## config.mk

```make
export PLATFORM = sky130hd
export DESIGN_NAME = ps_data_acq
export DESIGN_NICKNAME = d
export VERILOG_FILES = /design/src/rtl/ps_acq_pkg.sv /design/src/rtl/ps_boxcar_filter.sv /design/src/rtl/ps_data_acq.sv
export SDC_FILE = /design/constraint.sdc
export NUM_CORES = 1
export LEC_CHECK = 0
export ABC_AREA = 1
export CAP_MARGIN = 20
export CORE_MARGIN = 5
export CORE_UTILIZATION = 50
export DETAILED_ROUTE_END_ITERATION = 12
export PLACE_DENSITY_LB_ADDON = 0.08
export SLEW_MARGIN = 20
export SYNTH_ARGS = -nofsm -noshare
export SYNTH_HDL_FRONTEND = slang
export SYNTH_SLANG_ARGS = --single-unit
```

## constraint.sdc

```tcl
create_clock -name CLK -period 11 [get_ports CLK]
set_input_delay 2.2 -clock CLK [delete_from_list [all_inputs] [get_ports CLK]]
set_output_delay 2.2 -clock CLK [all_outputs]
set_load 0.01 [all_outputs]
```

## src/rtl/ps_acq_pkg.sv

```systemverilog
// Shared definitions for the proximity-sensor acquisition path:
// data width, reset value of the published word, FSM states and
// the accumulator width helper.
package ps_acq_pkg;

    localparam int PS_W = 18;
    localparam logic [PS_W-1:0] PS_RESET_VAL = 18'h3FFFF;

    typedef enum logic [1:0] {
        S_IDLE    = 2'd0,
        S_REQ     = 2'd1,
        S_UPDATE  = 2'd2,
        S_PUBLISH = 2'd3
    } acq_state_e;

    // Sum of 2^avg_log2 samples of PS_W bits needs avg_log2 extra bits.
    function automatic int acc_width(input int avg_log2);
        return PS_W + avg_log2;
    endfunction

endpackage

```

## src/rtl/ps_boxcar_filter.sv

```systemverilog
// Running boxcar average over the last 2^AVG_LOG2 pushed samples.
// A one-cycle push strobe replaces the oldest sample with the new one
// and updates the running sum. full_o rises once the window has been
// filled for the first time after reset.
module ps_boxcar_filter
    import ps_acq_pkg::*;
#(
    parameter int AVG_LOG2 = 2
) (
    input  logic            clk_i,
    input  logic            rst_i,
    input  logic            push_i,
    input  logic [PS_W-1:0] data_i,
    output logic [PS_W-1:0] avg_o,
    output logic            full_o
);

    localparam int N      = 1 << AVG_LOG2;
    localparam int ACC_W  = acc_width(AVG_LOG2);
    localparam int PTR_W  = (AVG_LOG2 > 0) ? AVG_LOG2 : 1;
    localparam int FILL_W = AVG_LOG2 + 1;

    logic [PS_W-1:0]   samp_q [N];
    logic [ACC_W-1:0]  acc_q,  acc_d;
    logic [PTR_W-1:0]  wptr_q, wptr_d;
    logic [FILL_W-1:0] fill_q, fill_d;

    // Next sum, pointer and fill level for a push; the evicted slot is
    // always part of the current sum, so the subtraction never underflows.
    always_comb begin
        acc_d  = acc_q;
        wptr_d = wptr_q;
        fill_d = fill_q;
        if (push_i) begin
            acc_d  = acc_q + ACC_W'(data_i) - ACC_W'(samp_q[wptr_q]);
            wptr_d = (wptr_q == PTR_W'(N - 1)) ? '0 : wptr_q + 1'b1;
            if (fill_q != FILL_W'(N)) begin
                fill_d = fill_q + 1'b1;
            end
        end
    end

    // Window storage and running state.
    always_ff @(posedge clk_i or posedge rst_i) begin
        if (rst_i) begin
            for (int i = 0; i < N; i++) begin
                samp_q[i] <= '0;
            end
            acc_q  <= '0;
            wptr_q <= '0;
            fill_q <= '0;
        end else begin
            acc_q  <= acc_d;
            wptr_q <= wptr_d;
            fill_q <= fill_d;
            if (push_i) begin
                samp_q[wptr_q] <= data_i;
            end
        end
    end

    assign avg_o  = acc_q[ACC_W-1:AVG_LOG2];
    assign full_o = (fill_q == FILL_W'(N));

endmodule

```

## src/rtl/ps_data_acq.sv

```systemverilog
// Producer of the filtered PS_DATA word: periodically requests a raw
// sample over REQ/ACK, pushes it through a boxcar filter and publishes
// the average with a one-cycle PS_VALID strobe.
// Optional macro PS_ACQ_TIMEOUT_EN: aborts a request after
// TIMEOUT_CYCLES cycles without ACK and raises the sticky ERR flag.
//
//   state     | meaning
//   ----------+----------------------------------------------------
//   S_IDLE    | count the sample period while ENABLE is high
//   S_REQ     | REQ high, waiting for ACK (or timeout)
//   S_UPDATE  | push captured sample into the filter
//   S_PUBLISH | publish the average once the window is full
module ps_data_acq
    import ps_acq_pkg::*;
#(
    parameter int SAMPLE_PERIOD  = 1024,
    parameter int AVG_LOG2       = 2,
    parameter int TIMEOUT_CYCLES = 256
) (
    input  logic            CLK,
    input  logic            RESET,
    input  logic            ENABLE,
    output logic            REQ,
    input  logic            ACK,
    input  logic [PS_W-1:0] RAW_DATA,
    output logic [PS_W-1:0] PS_DATA,
    output logic            PS_VALID,
    output logic            ERR
);

    localparam int CNT_W = $clog2(SAMPLE_PERIOD);

    if (SAMPLE_PERIOD < 2 || AVG_LOG2 < 0 || AVG_LOG2 > 4 || TIMEOUT_CYCLES < 1) begin : g_bad_params
        $error("ps_data_acq: illegal parameter combination");
    end

    acq_state_e       state_q, state_d;
    logic [CNT_W-1:0] cnt_q,   cnt_d;
    logic             req_q,   req_d;
    logic [PS_W-1:0]  raw_q;
    logic [PS_W-1:0]  ps_data_q, ps_data_d;
    logic             ps_valid_q, ps_valid_d;
    logic [PS_W-1:0]  avg;
    logic             full;
    logic             push;
    logic             tmo_abort;

`ifdef PS_ACQ_TIMEOUT_EN
    localparam int TMO_W = $clog2(TIMEOUT_CYCLES + 1);
    logic [TMO_W-1:0] tmo_q, tmo_d;
    logic             err_q, err_d;
`endif

    assign push = (state_q == S_UPDATE);

    ps_boxcar_filter #(
        .AVG_LOG2 (AVG_LOG2)
    ) u_filter (
        .clk_i  (CLK),
        .rst_i  (RESET),
        .push_i (push),
        .data_i (raw_q),
        .avg_o  (avg),
        .full_o (full)
    );

    // Next-state, period counter, request and publish decisions.
    always_comb begin
        state_d   = state_q;
        cnt_d     = cnt_q;
        tmo_abort = 1'b0;
`ifdef PS_ACQ_TIMEOUT_EN
        tmo_d     = '0;
`endif
        case (state_q)
            S_IDLE: begin
                if (ENABLE) begin
                    if (cnt_q == CNT_W'(SAMPLE_PERIOD - 1)) begin
                        cnt_d   = '0;
                        state_d = S_REQ;
                    end else begin
                        cnt_d = cnt_q + 1'b1;
                    end
                end else begin
                    cnt_d = '0;
                end
            end
            S_REQ: begin
                if (ACK) begin
                    state_d = S_UPDATE;
                end
`ifdef PS_ACQ_TIMEOUT_EN
                else if (tmo_q == TMO_W'(TIMEOUT_CYCLES - 1)) begin
                    tmo_abort = 1'b1;
                    state_d   = S_IDLE;
                end else begin
                    tmo_d = tmo_q + 1'b1;
                end
`endif
            end
            S_UPDATE:  state_d = S_PUBLISH;
            S_PUBLISH: state_d = S_IDLE;
            default:   state_d = S_IDLE;
        endcase

        req_d      = (state_d == S_REQ);
        ps_valid_d = (state_q == S_PUBLISH) && full;
        ps_data_d  = ps_valid_d ? avg : ps_data_q;

`ifdef PS_ACQ_TIMEOUT_EN
        err_d = err_q;
        if (tmo_abort) begin
            err_d = 1'b1;
        end else if (state_q == S_UPDATE) begin
            err_d = 1'b0;
        end
`endif
    end

    // State, counters and registered outputs.
    always_ff @(posedge CLK or posedge RESET) begin
        if (RESET) begin
            state_q    <= S_IDLE;
            cnt_q      <= '0;
            req_q      <= 1'b0;
            raw_q      <= '0;
            ps_data_q  <= PS_RESET_VAL;
            ps_valid_q <= 1'b0;
        end else begin
            state_q    <= state_d;
            cnt_q      <= cnt_d;
            req_q      <= req_d;
            ps_data_q  <= ps_data_d;
            ps_valid_q <= ps_valid_d;
            if (state_q == S_REQ && ACK) begin
                raw_q <= RAW_DATA;
            end
        end
    end

`ifdef PS_ACQ_TIMEOUT_EN
    // Request timeout counter and sticky error flag.
    always_ff @(posedge CLK or posedge RESET) begin
        if (RESET) begin
            tmo_q <= '0;
            err_q <= 1'b0;
        end else begin
            tmo_q <= tmo_d;
            err_q <= err_d;
        end
    end
    assign ERR = err_q;
`else
    assign ERR = 1'b0;
`endif

    assign REQ      = req_q;
    assign PS_DATA  = ps_data_q;
    assign PS_VALID = ps_valid_q;

endmodule

```

==> qor.csv, run 1 <==
metric;value;unit
post-synthesis cell count;946;
Initial DRC Count;353;
critical path data arrival time;4080;ps
pre-CTS setup slack;6830;ps
cell accounting for the most synthesized area;dfrtp_1;
Area growth syn-to-layout;15.5;%
worst rel slew slack;37.9;%
CP required;11360;ps
clock sinks;147;
global-route wire length before repair;28700;microns
DP HPWL;11700;microns
DR pass1 iterations;5;
buffer type at the clock tree root;clkbuf_16;
Worst setup EP type;register;
Skew-Pair Late Insertion Delay;420;ps
CP delay by family, top;buffers and inverters;
slowest cell delay on critical path;710;ps
worst slew pin tran;931;ps
Hold Path Class;register to register;
Post-synth EDFFs;0;
Fmax;0.269;GHz
total congestion overflow;0;
vias in the first global route;5806;
Worst Path Buf+Inv;3;
setup TNS;0;ps
Core Region;0.0152;sq mm
starting density of the core;50.9;%
hold-fix buffers at CTS;0;
Final WS setup;7280;ps
Slew Viols, Final;0;
worst hold margin;480;ps
minimum clock period;3720;ps
share of Yosys cell area claimed by the top area cell type;41.7;%
routed wire length;17100;microns
gpl congestion;0.845;
Top cell by count, worst path;nand2_1;
status;finished clean;
sequential-to-total area share from yosys stat;47.8;%
WS Path Type;register to register;
Post-synth ARST share;100;%
Hold Violations, Final;0;
PortBufs;41;
Worst Setup Start Kind;register;
row cnt;45;
worst clock skew;9.57;ps
Clock Path Buffers;2;
most frequent cell after synthesis;nand2_1;
via count;6057;
Die W;134;microns
Synth Flop Type;dfrtp_1;
Gates resized, CTS repair;0;
Vias/cell;5.15;
Setup Buffers After CTS;0;
initial antenna violation count;0;
Syn Nets;1013;
n_diodes;0;
MaxCap Viol Count;0;
Synth Register Bits;147;
nets@finish;1042;
critical path cell sequence;inv_1 > o21ai_0 > o22ai_1 > fa_1 > inv_1 > ha_1 > nand2_1 > inv_1 > nand2_1 > nand2_1 > nand2_1 > nand3_1 > nand2_1 > nand2_1 > nand2_1 > nand3_1 > nand2_1;
Worst-path clk slew;60;ps
H-tree depth;4;
RSZ-0062 raised after global routing;false;
post-synthesis cell area;0.00774;sq mm
crit-path max FO;21;
Area contributors post-synth;dfrtp_1 (42%), nand2_1 (11%), o21ai_0 (8.2%);
Final Cycle Share;33.8;%
CTS Buf Count;17;
top post-synthesis cells by count;nand2_1 (219), dfrtp_1 (129), inv_1 (126), o21ai_0 (126), nor2_1 (94);
die area;0.0181;sq mm
layout cell share with drive strength beyond 1;6.88;%
synthesized area per cell;8.18;sq um
antenna-violating nets left;0;
highest-delay cell along the critical path;inv_1;
DIE HEIGHT;134;microns
DRC;0;
Yosys cell types;30;
num ports;43;
Total Routing Usage GR;20.1;%
drt wl/cell;14.6;microns
pin count of the biggest net entering global routing;88;
Layout fillers;1369;
# setup viols final;0;
TritonCTS clock tree;yes;
fin util;58.8;%
Synth Warn #;0;
-- worst paths after layout --
path	startpoint	to	slack [ps]	cells after the start
min	u_filter.samp_q[24]$_DFFE_PP0P_	u_filter.samp_q[24]$_DFFE_PP0P_	480	2
min reg2reg	u_filter.samp_q[24]$_DFFE_PP0P_	u_filter.samp_q[24]$_DFFE_PP0P_	480	2
max	u_filter.wptr_q[1]$_DFFE_PP0P_	u_filter.acc_q[18]$_DFFE_PP0P_	7280	17
max in group asynchronous	RESET	u_filter.samp_q[47]$_DFFE_PP0P_	7370	3
min in group asynchronous	RESET	u_filter.samp_q[70]$_DFFE_PP0P_	2310	2
max reg2reg	u_filter.wptr_q[1]$_DFFE_PP0P_	u_filter.acc_q[18]$_DFFE_PP0P_	7280	17
-- cells by family after synthesis --
| kind of cell | synth area share [%] |
|---|---|
| AND/OR/NAND/NOR | 19.6 |
| AO/OA/AOI/OAI | 13.8 |
| buffers and inverters | 8.04 |
| flip-flops | 47.8 |
| adder cells (fa/ha/maj) | 9.02 |
| XOR/XNOR | 1.58 |
| other | 0.0485 |
| multiplexers | 0.146 |
-- tightest hold or removal path, cell delays in order, from the launching register on --
cell     delay, ps
dfrtp_1        340
nand2_1         50
o21ai_0         60
-- per-stage QoR --
stage / std cells / instance area [sq um]
2_1_floorplan: 946 / 7740
3_3_place_gp: 1142 / 8260
3_5_place_dp: 1144 / 8300
4_1_cts: 1176 / 8930
5_1_grt: 1176 / 8940
6_report: 1176 / 8940
-- registers in the layout, indices dropped and copies added, names as in the netlist, 2 cells and up --
name,cells
PS_DATA,18
cnt_q,10
raw_q,18
state_q,2
u_filter.acc_q,20
u_filter.fill_q,3
u_filter.samp_q,72
u_filter.wptr_q,2
-- area by class of cell --
class,count,area (sq um),share of cell area (%)
multi-input combinational,637,3420,38.3
clock buffer,19,453,5.07
clock inverter,13,173,1.93
inverter,126,478,5.35
timing repair buffer,46,475,5.32
sequential,147,3700,41.4
tap,188,235,2.63
-- per-layer routing --
layer | part of all wire [%] | up-vias | track usage (%)
met4 | 2.2 | 0 | 6.45
li1 | - | 3091 | -
met5 | 0 | - | 0
met2 | 48 | 107 | 32.8
met1 | 46 | 2841 | 26.5
met3 | 4.0 | 18 | 4.99
-- placed cells by master, fill, tap and decap left out --
cell,netlist,routed
nand2_1,219,216
dfrtp_1,129,129
o21ai_0,126,126
inv_1,126,125
nor2_1,94,94
a21oi_1,55,55
clkdlybuf4s50_1,0,41
nand3_1,36,36
ha_1,27,27
o22ai_1,22,22
dfstp_2,18,18
fa_1,18,18
clkbuf_16,0,17
xnor2_1,9,9
nand3b_1,6,6
nand2_2,2,5
xor2_1,5,5
inv_6,0,5
clkinvlp_4,0,4
o21ai_1,3,3
nand4_1,3,3
bufinv_16,0,3
buf_4,1,3
nor3_1,2,2
nor2_4,2,2
clkinv_4,0,2
clkbuf_8,0,2
o21bai_1,1,1
nor3_4,1,1
nor2_2,1,1
and2_1,1,1
mux2_2,1,1
nand3_2,1,1
nor3_2,1,1
conb_1,1,1
buf_16,0,1
buf_8,0,1
Power of run 1 is left out: the tool's default activity adds up to more than one toggle a clock period on the data nets, which glitch-free logic cannot reach.
==> inputs of run 2 (changes only) <==
==> constraint.sdc (replaced) <==
create_clock -name CLK -period 3.35 [get_ports CLK]
set_input_delay 0.67 -clock CLK [delete_from_list [all_inputs] [get_ports CLK]]
set_output_delay 0.67 -clock CLK [all_outputs]
set_load 0.01 [all_outputs]
==> qor.csv, run 2 (synthesized netlist as in run 1, its figures left out) <==
metric;value;unit
setup TNS;0;ps
minimum clock period;2900;ps
H-tree depth;4;
Worst Setup Start Kind;register;
WS Path Type;register to register;
initial antenna violation count;0;
Setup Buffers After CTS;0;
Skew-Pair Late Insertion Delay;430;ps
Top cell by count, worst path;nand2_1;
global-route wire length before repair;29500;microns
drt wl/cell;14.8;microns
DIE HEIGHT;134;microns
hold-fix buffers at CTS;0;
Fmax;0.345;GHz
n_diodes;0;
clock sinks;147;
MaxCap Viol Count;0;
Worst-path clk slew;60;ps
antenna-violating nets left;0;
RSZ-0062 raised after global routing;false;
Gates resized, CTS repair;0;
total congestion overflow;0;
Slew Viols, Final;0;
Worst setup EP type;register;
worst clock skew;12.0;ps
worst hold margin;479;ps
nets@finish;1055;
max reg flops;72;
Worst Path Buf+Inv;4;
Hold Path Class;register to register;
Layout fillers;1374;
CTS Buf Count;17;
placed cell areas;0.00839;sq mm
commonest cells after routing, fill and taps aside;nand2_1 (219), dfrtp_1 (129), o21ai_0 (126), inv_1 (125), nor2_1 (94);
worst slew pin tran;869;ps
TritonCTS clock tree;yes;
fin util;58.9;%
DRC;0;
Area growth syn-to-layout;15.7;%
critical path cell sequence;inv_1 > buf_4 > o21ai_0 > o22ai_1 > fa_1 > inv_1 > ha_1 > nand2_1 > inv_1 > nand2_1 > nand2_1 > nand2_1 > nand3_1 > nand2_1 > nand3_1 > nand3_1 > nand2_1;
design area;0.00895;sq mm
Final Cycle Share;86.5;%
pin count of the biggest net entering global routing;73;
PortBufs;41;
routed wire length;17500;microns
commonest non-fill, non-tap cell in the layout;nand2_1;
buffer type at the clock tree root;clkbuf_16;
status;finished clean;
die area;0.0181;sq mm
CP delay by family, top;simple AND/OR/NAND/NOR gates;
critical path data arrival time;3210;ps
Hold Violations, Final;0;
Total Routing Usage GR;20.6;%
slowest cell delay on critical path;480;ps
layout cell share with drive strength beyond 1;7.39;%
Top reg by flops;u_filter.samp_q;
Die W;134;microns
starting density of the core;50.9;%
DR pass1 iterations;5;
CP required;3660;ps
num ports;43;
DP HPWL;12500;microns
Clock Path Buffers;2;
vias in the first global route;5865;
highest-delay cell along the critical path;fa_1;
Core Region;0.0152;sq mm
gpl congestion;0.893;
via count;6059;
# setup viols final;0;
crit-path max FO;22;
row cnt;45;
Vias/cell;5.10;
Initial DRC Count;382;
worst rel slew slack;42.0;%
biggest regs;u_filter.samp_q: 72 flops, u_filter.acc_q: 20 flops;
## run 2: changes by cell type in the layout (fill, tap and decap cells not counted), moves of 3 or more
cell      delta
nand2_1      +3
buf_4       +14
clkbuf_1     +4
nand2_2      -3
inv_6        -5
clkinv_2     +4
## run 2: final timing paths
kind                                           startpoint                               to  slack [ps]  cells past startpoint
hold / removal             u_filter.fill_q[2]$_DFFE_PP0P_   u_filter.fill_q[2]$_DFFE_PP0P_         480                      1
setup reg to reg           u_filter.wptr_q[0]$_DFFE_PP0P_   u_filter.acc_q[18]$_DFFE_PP0P_         450                     17
min in group asynchronous                           RESET  u_filter.samp_q[12]$_DFFE_PP0P_         700                      3
hold reg to reg            u_filter.fill_q[2]$_DFFE_PP0P_   u_filter.fill_q[2]$_DFFE_PP0P_         480                      1
setup / recovery           u_filter.wptr_q[0]$_DFFE_PP0P_   u_filter.acc_q[18]$_DFFE_PP0P_         450                     17
max in group asynchronous                           RESET    u_filter.acc_q[8]$_DFFE_PP0P_        2090                      3
## run 2: cell type report
type	count	area, sq um	area share [%]
flip-flops and latches	147	3700	41.3
multi-input cells	637	3410	38.1
repair buffers	59	558	6.23
inverters	126	477	5.33
clock buffers	22	454	5.07
well taps	188	235	2.63
clock inverters	10	111	1.24
## run 2: per-stage QoR
step | std cells | setup WS (ps)
floorplan | 946 | 522
CTS | 1189 | 429
finish | 1189 | 452
global placement | 1157 | 483
global route | 1189 | 157
detailed placement | 1157 | 425
## run 2: metal layers
layer | up-vias | global-route usage [%] | wire length, microns
met5 | - | 0 | 0
met4 | 0 | 6.28 | 260
met3 | 20 | 4.16 | 562
li1 | 3096 | - | -
met2 | 94 | 34.2 | 8460
met1 | 2849 | 27.6 | 8260
## run 2: worst register-to-register path, cell delays in order (launching register included)
cell and delay, ps:
dfrtp_1 390, inv_1 70, buf_4 240, o21ai_0 120, o22ai_1 270, fa_1 480, inv_1 80, ha_1 290
nand2_1 120, inv_1 70, nand2_1 60, nand2_1 50, nand2_1 50, nand3_1 140, nand2_1 140, nand3_1 70
nand3_1 90, nand2_1 60
Power of run 2 is left out for the same reason.
==> inputs of run 3 (changes only) <==
--- a/config.mk
+++ b/config.mk
@@ -7,7 +7,7 @@
 export LEC_CHECK = 0
 export ABC_AREA = 1
 export CAP_MARGIN = 20
-export CORE_MARGIN = 5
+export CORE_MARGIN = 2
 export CORE_UTILIZATION = 50
 export DETAILED_ROUTE_END_ITERATION = 12
 export PLACE_DENSITY_LB_ADDON = 0.08
==> constraint.sdc (replaced) <==
create_clock -name CLK -period 2.4 [get_ports CLK]
set_input_delay 0.48 -clock CLK [delete_from_list [all_inputs] [get_ports CLK]]
set_output_delay 0.48 -clock CLK [all_outputs]
set_load 0.01 [all_outputs]
==> qor.csv, run 3 (synthesized netlist as in run 1, its figures left out) <==
metric;value;unit
pin count of the biggest net entering global routing;83;
WS Path Type;register to register;
failing checks;negative setup slack;
Area growth syn-to-layout;29.7;%
Hold Path Class;primary input to async pin;
placed cells;1211;
Core Region;0.0151;sq mm
RR Endpoint;u_filter.acc_q[19]$_DFFE_PP0P_;
Skew-Pair Late Insertion Delay;430;ps
gpl congestion;0.866;
Worst-path clk slew;70;ps
non-filler cells, final;1247;
Final WS setup;-337;ps
H-tree depth;4;
n_diodes;0;
clock sinks;147;
register-to-register setup slack;-340;ps
nets@finish;1113;
DRC;0;
PortBufs;41;
commonest non-fill, non-tap cell in the layout;nand2_1;
Slew Viols, Final;0;
starting density of the core;51.1;%
routed wire length;19200;microns
status;finished, violations left;
Fmax;0.365;GHz
total congestion overflow;0;
Initial DRC Count;414;
critical path data arrival time;3060;ps
MaxCap Viol Count;0;
global-route wire length before repair;31500;microns
layout cell share with drive strength beyond 1;23.2;%
row cnt;45;
Total Routing Usage GR;24.7;%
minimum clock period;2740;ps
Top reg by flops;u_filter.samp_q;
Hold Violations, Final;0;
drt wl/cell;15.4;microns
worst clock skew;6.15;ps
fin util;66.2;%
Vias/cell;5.13;
Clock Path Buffers;2;
buffer type at the clock tree root;clkbuf_16;
Worst setup EP type;register;
antenna-violating nets left;0;
TritonCTS clock tree;yes;
Final Cycle Share;114;%
# setup viols final;17;
FF-to-FF path depth;16;
Die W;128;microns
RR Startpoint;u_filter.wptr_q[0]$_DFFE_PP0P_;
CP required;2720;ps
DIE HEIGHT;128;microns
num ports;43;
die area;0.0165;sq mm
Worst Setup Start Kind;register;
RSZ-0062 raised after global routing;true;
crit-path max FO;21;
DP HPWL;13300;microns
via count;6399;
max reg flops;72;
vias in the first global route;6436;
biggest regs;u_filter.samp_q: 72 flops, u_filter.acc_q: 20 flops;
commonest cells after routing, fill and taps aside;nand2_1 (195), dfrtp_1 (128), inv_1 (109), o21ai_0 (92), nor2_1 (82);
CTS Buf Count;17;
initial antenna violation count;0;
DR pass1 iterations;7;
[run 3: worst max path at each step]
stage | to | from | cells after the start
after floorplan | u_filter.acc_q[15]$_DFFE_PP0P_ | u_filter.wptr_q[0]$_DFFE_PP0P_ | 16
after global placement | u_filter.acc_q[17]$_DFFE_PP0P_ | u_filter.wptr_q[0]$_DFFE_PP0P_ | 17
after detailed placement | u_filter.acc_q[17]$_DFFE_PP0P_ | u_filter.wptr_q[0]$_DFFE_PP0P_ | 17
after CTS | u_filter.acc_q[5]$_DFFE_PP0P_ | u_filter.wptr_q[0]$_DFFE_PP0P_ | 14
after global routing | u_filter.acc_q[19]$_DFFE_PP0P_ | u_filter.wptr_q[0]$_DFFE_PP0P_ | 16
final | u_filter.acc_q[19]$_DFFE_PP0P_ | u_filter.wptr_q[0]$_DFFE_PP0P_ | 16
[run 3: routing by layer]
metal  GRT usage [%]  wire length, microns  vias up
met2            41.2                  9350      129
met1            32.3                  8770     3033
met5               0                     0        -
li1                -                     -     3214
met4            7.24                   318        0
met3            5.74                   723       23
[run 3: worst max-delay path, cell delays in order (launching register included)]
cell,delay [ps]
dfrtp_2,440
buf_8,180
buf_4,160
o21ai_1,130
o22ai_1,110
fa_1,480
inv_1,60
ha_4,320
nand2_2,60
inv_1,70
nand2_1,110
nor2_2,130
nand3_1,120
nand3_1,100
nand2_1,50
nand3_1,60
nand2_1,50
[run 3: timing repair]
| item | in CTS | in global routing |
|---|---|---|
| setup buffers | 0 | 2 |
| pin swaps | 2 | 16 |
| setup endpoints to repair | 17 | 18 |
| gates resized for setup | 23 | 68 |
| gates cloned | 0 | 3 |
| hold buffers | 0 | 0 |
[run 3: through the flow]
step	hold WS (ps)	setup WS, ps	instance area [sq um]	setup TNS (ps)
detailed placement	468	-366	9080	-4680
global placement	462	-274	9080	-3650
finish	271	-337	10000	-4000
global route	253	-455	10000	-6620
CTS	263	-284	9750	-3810
floorplan	445	-109	8110	-788
[run 3: cell type report]
cell class,instances,area [sq um]
clock buffers,18,429
clock inverters,14,168
fillers,1281,5110
inverters,126,482
multi-input cells,637,3950
flip-flops and latches,147,3700
well taps,188,235
repair buffers,117,1060
Power of run 3 is left out for the same reason.
